$ cat config.mk
export PLATFORM = sky130hd
export DESIGN_NAME = nibble_serial_add_seq
export DESIGN_NICKNAME = d
export VERILOG_FILES = /design/src/rtl/nibble_serial_add_seq.sv
export SDC_FILE = /design/constraint.sdc
export NUM_CORES = 1
export LEC_CHECK = 0
export CAP_MARGIN = 20
export CORE_MARGIN = 5
export CORE_UTILIZATION = 49
export CTS_CLUSTER_DIAMETER = 40
export DETAILED_ROUTE_END_ITERATION = 10
export HOLD_SLACK_MARGIN = 0.15
export PLACE_DENSITY_LB_ADDON = 0.15
export SLEW_MARGIN = 10
export SYNTH_ARGS = -nofsm -noshare
export SYNTH_HDL_FRONTEND = slang
export SYNTH_SLANG_ARGS = --single-unit
$ cat constraint.sdc
create_clock -name CLK -period 2.9 [get_ports CLK]
set_clock_uncertainty 0.1 [all_clocks]
set_input_delay 0.725 -clock CLK [delete_from_list [all_inputs] [get_ports CLK]]
set_output_delay 0.725 -clock CLK [all_outputs]
set_load 0.02 [all_outputs]
$ cat src/rtl/nibble_serial_add_seq.sv
`default_nettype none
// ============================================================================
// Module      : nibble_serial_add_seq
// Description : Performs a WIDTH-bit add or subtract one nibble per clock on
//               a single external 4-bit adder slice, LSB nibble first. The
//               carry between slices is held in a flip-flop.
//               Handshake: START is accepted in IDLE or DONE. BUSY is high
//               while nibbles are being processed. DONE pulses for one cycle.
// Ports       : CLK, RST (async, active-high)
//               START, SUB, A, B, CI   - request and operands, sampled on the
//                                        accepting edge only
//               BUSY, DONE, Y, CO      - status and registered result
//               ADD_A, ADD_B, ADD_CI   - drive the shared adder slice
//               ADD_S, ADD_CO          - returned from the shared adder slice
// Revision    : 1.0 - initial release
// ============================================================================
module nibble_serial_add_seq #(
    parameter int WIDTH = 16
) (
    input  logic             CLK,
    input  logic             RST,
    input  logic             START,
    input  logic             SUB,
    input  logic [WIDTH-1:0] A,
    input  logic [WIDTH-1:0] B,
    input  logic             CI,
    output logic             BUSY,
    output logic             DONE,
    output logic [WIDTH-1:0] Y,
    output logic             CO,
    output logic [3:0]       ADD_A,
    output logic [3:0]       ADD_B,
    output logic             ADD_CI,
    input  logic [3:0]       ADD_S,
    input  logic             ADD_CO
);

    localparam int N     = WIDTH / 4;
    localparam int CNT_W = $clog2(N);
    localparam logic [CNT_W-1:0] LAST_CNT = CNT_W'(N - 1);

    typedef enum logic [1:0] {
        S_IDLE = 2'd0,
        S_RUN  = 2'd1,
        S_DONE = 2'd2
    } state_t;

    state_t             state_q,  state_d;
    logic [WIDTH-1:0]   a_sh_q,   a_sh_d;
    logic [WIDTH-1:0]   b_sh_q,   b_sh_d;
    logic [WIDTH-1:0]   res_sh_q, res_sh_d;
    logic               carry_q,  carry_d;
    logic [CNT_W-1:0]   count_q,  count_d;
    logic [WIDTH-1:0]   y_q,      y_d;
    logic               co_q,     co_d;

    always_ff @(posedge CLK or posedge RST) begin
        if (RST) begin
            state_q  <= S_IDLE;
            a_sh_q   <= '0;
            b_sh_q   <= '0;
            res_sh_q <= '0;
            carry_q  <= 1'b0;
            count_q  <= '0;
            y_q      <= '0;
            co_q     <= 1'b0;
        end else begin
            state_q  <= state_d;
            a_sh_q   <= a_sh_d;
            b_sh_q   <= b_sh_d;
            res_sh_q <= res_sh_d;
            carry_q  <= carry_d;
            count_q  <= count_d;
            y_q      <= y_d;
            co_q     <= co_d;
        end
    end

    // The incoming sum nibble lands in the top of the result register so that
    // after N shifts the first (LSB) nibble has reached bit 0.
    logic [WIDTH-1:0] res_next;
    assign res_next = {ADD_S, res_sh_q[WIDTH-1:4]};

    always_comb begin
        state_d  = state_q;
        a_sh_d   = a_sh_q;
        b_sh_d   = b_sh_q;
        res_sh_d = res_sh_q;
        carry_d  = carry_q;
        count_d  = count_q;
        y_d      = y_q;
        co_d     = co_q;

        case (state_q)
            S_IDLE, S_DONE: begin
                if (START) begin
                    // Subtraction is A + ~B + 1; CI plays no part then.
                    a_sh_d  = A;
                    b_sh_d  = SUB ? ~B : B;
                    carry_d = SUB ? 1'b1 : CI;
                    count_d = '0;
                    state_d = S_RUN;
                end else begin
                    state_d = S_IDLE;
                end
            end
            S_RUN: begin
                a_sh_d   = {4'b0000, a_sh_q[WIDTH-1:4]};
                b_sh_d   = {4'b0000, b_sh_q[WIDTH-1:4]};
                res_sh_d = res_next;
                carry_d  = ADD_CO;
                count_d  = count_q + CNT_W'(1);
                if (count_q == LAST_CNT) begin
                    y_d     = res_next;
                    co_d    = ADD_CO;
                    state_d = S_DONE;
                end
            end
            default: state_d = S_IDLE;
        endcase
    end

    // The shared adder sees zeros whenever no operation is in flight.
    always_comb begin
        ADD_A  = 4'h0;
        ADD_B  = 4'h0;
        ADD_CI = 1'b0;
        if (state_q == S_RUN) begin
            ADD_A  = a_sh_q[3:0];
            ADD_B  = b_sh_q[3:0];
            ADD_CI = carry_q;
        end
    end

    assign BUSY = (state_q == S_RUN);
    assign DONE = (state_q == S_DONE);
    assign Y    = y_q;
    assign CO   = co_q;

endmodule
`default_nettype wire
==> flow_summary_export.csv <==
group,metric,value,unit
status,outcome,"finished clean",
clock_tree,clock_sink_count,66,
power_and_ir_drop,p_leak,0.00171,uW
floorplanning,die_w,86.3,um
setup_path,path_max_fanout,33,
placement,port_buffers,69,
sta,slew_violations,0,
finish,multi_input_comb_area,0.00108,mm2
sta,layout_setup_ws,0.109,ns
setup_path,path_class,"flop to output pin",
placement,gp_congestion,0.725,
route,route.detailed.drc,0,
setup_path,critPathLaunchType,"flop",
route,firstDrtPassIters,4,
power_and_ir_drop,p_per_area,1130,mW/mm2
yosys,synthSimpleGateAreaFrac,0.0907,
clock_tree,clk_path_buf_depth,2,
route,vias,1929,
clock_tree,post_cts.repair.setup_buffers,0,
yosys,syn-instance-count,222,
floorplanning,core,0.00557,mm2
yosys,synth_nets,265,
clock_tree,cts_tree,"built",
clock_tree,cts_made_buffers,9,
yosys,synthAdderAreaFrac,0.00438,
sta,setup-violations-final,0,
sta,finalCritPeriodShare,0.962,
yosys,yosysSeqAreaShare,0.579,
yosys,syn-cell-area,0.00285,mm2
setup_path,cp_slowest_cell,"clkdlybuf4s50_1",
yosys,synth_xor_area_frac,0.0491,
job,maxCapViolations,0,
finish,final_layout_size_suffix_gt1_frac,0.191,
yosys,ys_types,23,
sta,worst_slew_pin_slew,0.616,ns
setup_path,cp_data_arrival_time,1.97,ns
yosys,synth_compound_area_frac,0.108,
setup_path,cp_cell_sequence,"nand2b_1, inv_4, and2_1, clkdlybuf4s50_1",
power_and_ir_drop,ir_drop,0.582,mV
yosys,muxShareOfSynthArea,0.126,
finish,fillerInstances,424,
finish,fin_nets,337,
global_routing,grt_max_degree,34,
route,drt-total-wl,5640,um
min_path,min_path_type,"flop to flop",
route,wl_per_cell,15.2,um
finish,register_area,0.00165,mm2
clock_tree,clkLatencyLatePin,0.32,ns
clock_tree,clock-root-buffer,"clkbuf_8",
floorplanning,die_area,0.00745,mm2
sta,post-route-min-period,2.79,ns
clock_tree,postCtsHoldBufs,0,
clock_tree,ctsResizeCount,0,
placement,preCtsSetupSlack,0.459,ns
finish,diodes,0,
finish,layout_commonest_cell,"clkdlybuf4s50_1",
setup_path,cp-end-kind,"output pin",
global_routing,grt.total_usage,0.160,
yosys,syn_avg_cell_area,12.9,um2
route,drt-initial-drc-count,109,
route,ant_nets,0,
finish,syn_to_final_growth,33.6,%
sta,fmax,358,MHz
sta,setup-tns-final,0,ns
floorplanning,boundaryPins,70,
floorplanning,std_cell_rows,27,
sta,rsz0062_at_grt,"false",
global_routing,antenna_found_initial,0,
yosys,ys_ff_latch,66,
global_routing,grt_overflow,0,
clock_tree,path_clk_slew,0.07,ns
floorplanning,start_util,0.512,
yosys,synth_top_family_by_area,"multiplexers",
floorplanning,fp.dieH,86.3,um
global_routing,grt_pass1_wl,9410,um
yosys,ys_warn_count,0,
sta,hold_violations,0,
clock_tree,h-tree-depth,3,
route,viasPerCell,5.20,
setup_path,required,2.08,ns
placement,hpwlAfterDp,3960,um
setup_path,critPathMaxStageDelay,0.61,ns
global_routing,grt_pass1_vias,2011,
finish,layout_common_cells,"clkdlybuf4s50_1, dfrtp_1, mux2_2, nor2_1",
sta,slew_headroom,0.589,
[Yosys cell counts]
cell,count,share of area
a221o_1,13,0.046
a22o_1,9,0.028
a22oi_1,12,0.032
and2_1,9,0.020
buf_2,8,0.014
buf_4,1,0.0026
buf_6,4,0.016
clkbuf_1,4,0.0053
dfrtp_1,66,0.58
ha_1,1,0.0044
inv_1,2,0.0026
inv_4,1,0.0022
mux2_2,20,0.079
mux2_4,9,0.047
nand2_1,12,0.016
nand2_4,1,0.0039
nand2b_1,2,0.0044
nand3_1,13,0.023
nor2_1,15,0.020
nor2b_1,2,0.0044
o21ai_0,2,0.0035
xnor2_1,12,0.037
xor2_1,4,0.012
[sequential cells by signal (all words and copies together), names as in the netlist]
name and flops:
CO 1, res_sh_q 12, count_q 2, carry_q 1, a_sh_q 16, Y 16, state_q 2, b_sh_q 16
[path summary, 6_finish.rpt]
| kind | startpoint | endpoint | slack, ns | depth (start not counted) |
|---|---|---|---|---|
| setup / recovery | state_q[1] | ADD_B[2] | 0.11 | 4 |
| hold / removal | a_sh_q[0] | a_sh_q[0] | 0.39 | 2 |
| setup reg to reg | state_q[1] | b_sh_q[9] | 1.10 | 5 |
| hold reg to reg | a_sh_q[0] | a_sh_q[0] | 0.39 | 2 |
| max in group asynchronous | RST | b_sh_q[1] | 1.45 | 3 |
| min in group asynchronous | RST | res_sh_q[4] | 0.59 | 2 |
[where the power goes]
group	switching, uW	leakage [uW]	internal [uW]
registers	251	0.000809	1360
logic	888	0.000790	993
clock network	327	0.000116	501
total	1470	0.00171	2860
[area by class of cell]
cell class / instances / area share
clock buffer: 10 / 0.0361
clock inverter: 6 / 0.0210
inverter: 3 / 0.00361
multi-input combinational: 136 / 0.284
sequential: 66 / 0.433
tap: 72 / 0.0236
timing repair buffer: 78 / 0.199
[routing by layer]
metal	vias up	part of all wire	GRT usage
li1	928	-	-
met1	953	0.43	0.203
met2	46	0.51	0.261
met3	2	0.052	0.0570
met4	0	0.0050	0.0382
met5	-	0	0
[logic make-up after synthesis]
| logic type | after synthesis |
|---|---|
| multiplexers | 29 |
| AO/OA/AOI/OAI | 36 |
| adder cells (fa/ha/maj) | 1 |
| AND/OR/NAND/NOR | 54 |
| buffers and inverters | 20 |
| flip-flops | 66 |
| XOR/XNOR | 16 |
[stage by stage]
step / utilization / std cells / power [uW] / area (um2) / hold slack (ns)
2_1_floorplan: - / 222 / 2890 / 2850 / 0.358
3_3_place_gp: 0.645 / 355 / 3470 / 3590 / 0.372
3_5_place_dp: 0.645 / 355 / 3530 / 3590 / 0.376
4_1_cts: 0.684 / 371 / 4380 / 3810 / 0.394
5_1_grt: 0.684 / 371 / 4600 / 3810 / 0.419
6_report: 0.684 / 371 / 4320 / 3810 / 0.388
[critical path, delay by kind of cell (launching register included)]
family	cells	cell delay, ns
buffers and inverters	2	0.90
AND/OR/NAND/NOR	2	0.38
flip-flops	1	0.37
Note: power is estimated with default switching activity, not from simulation.
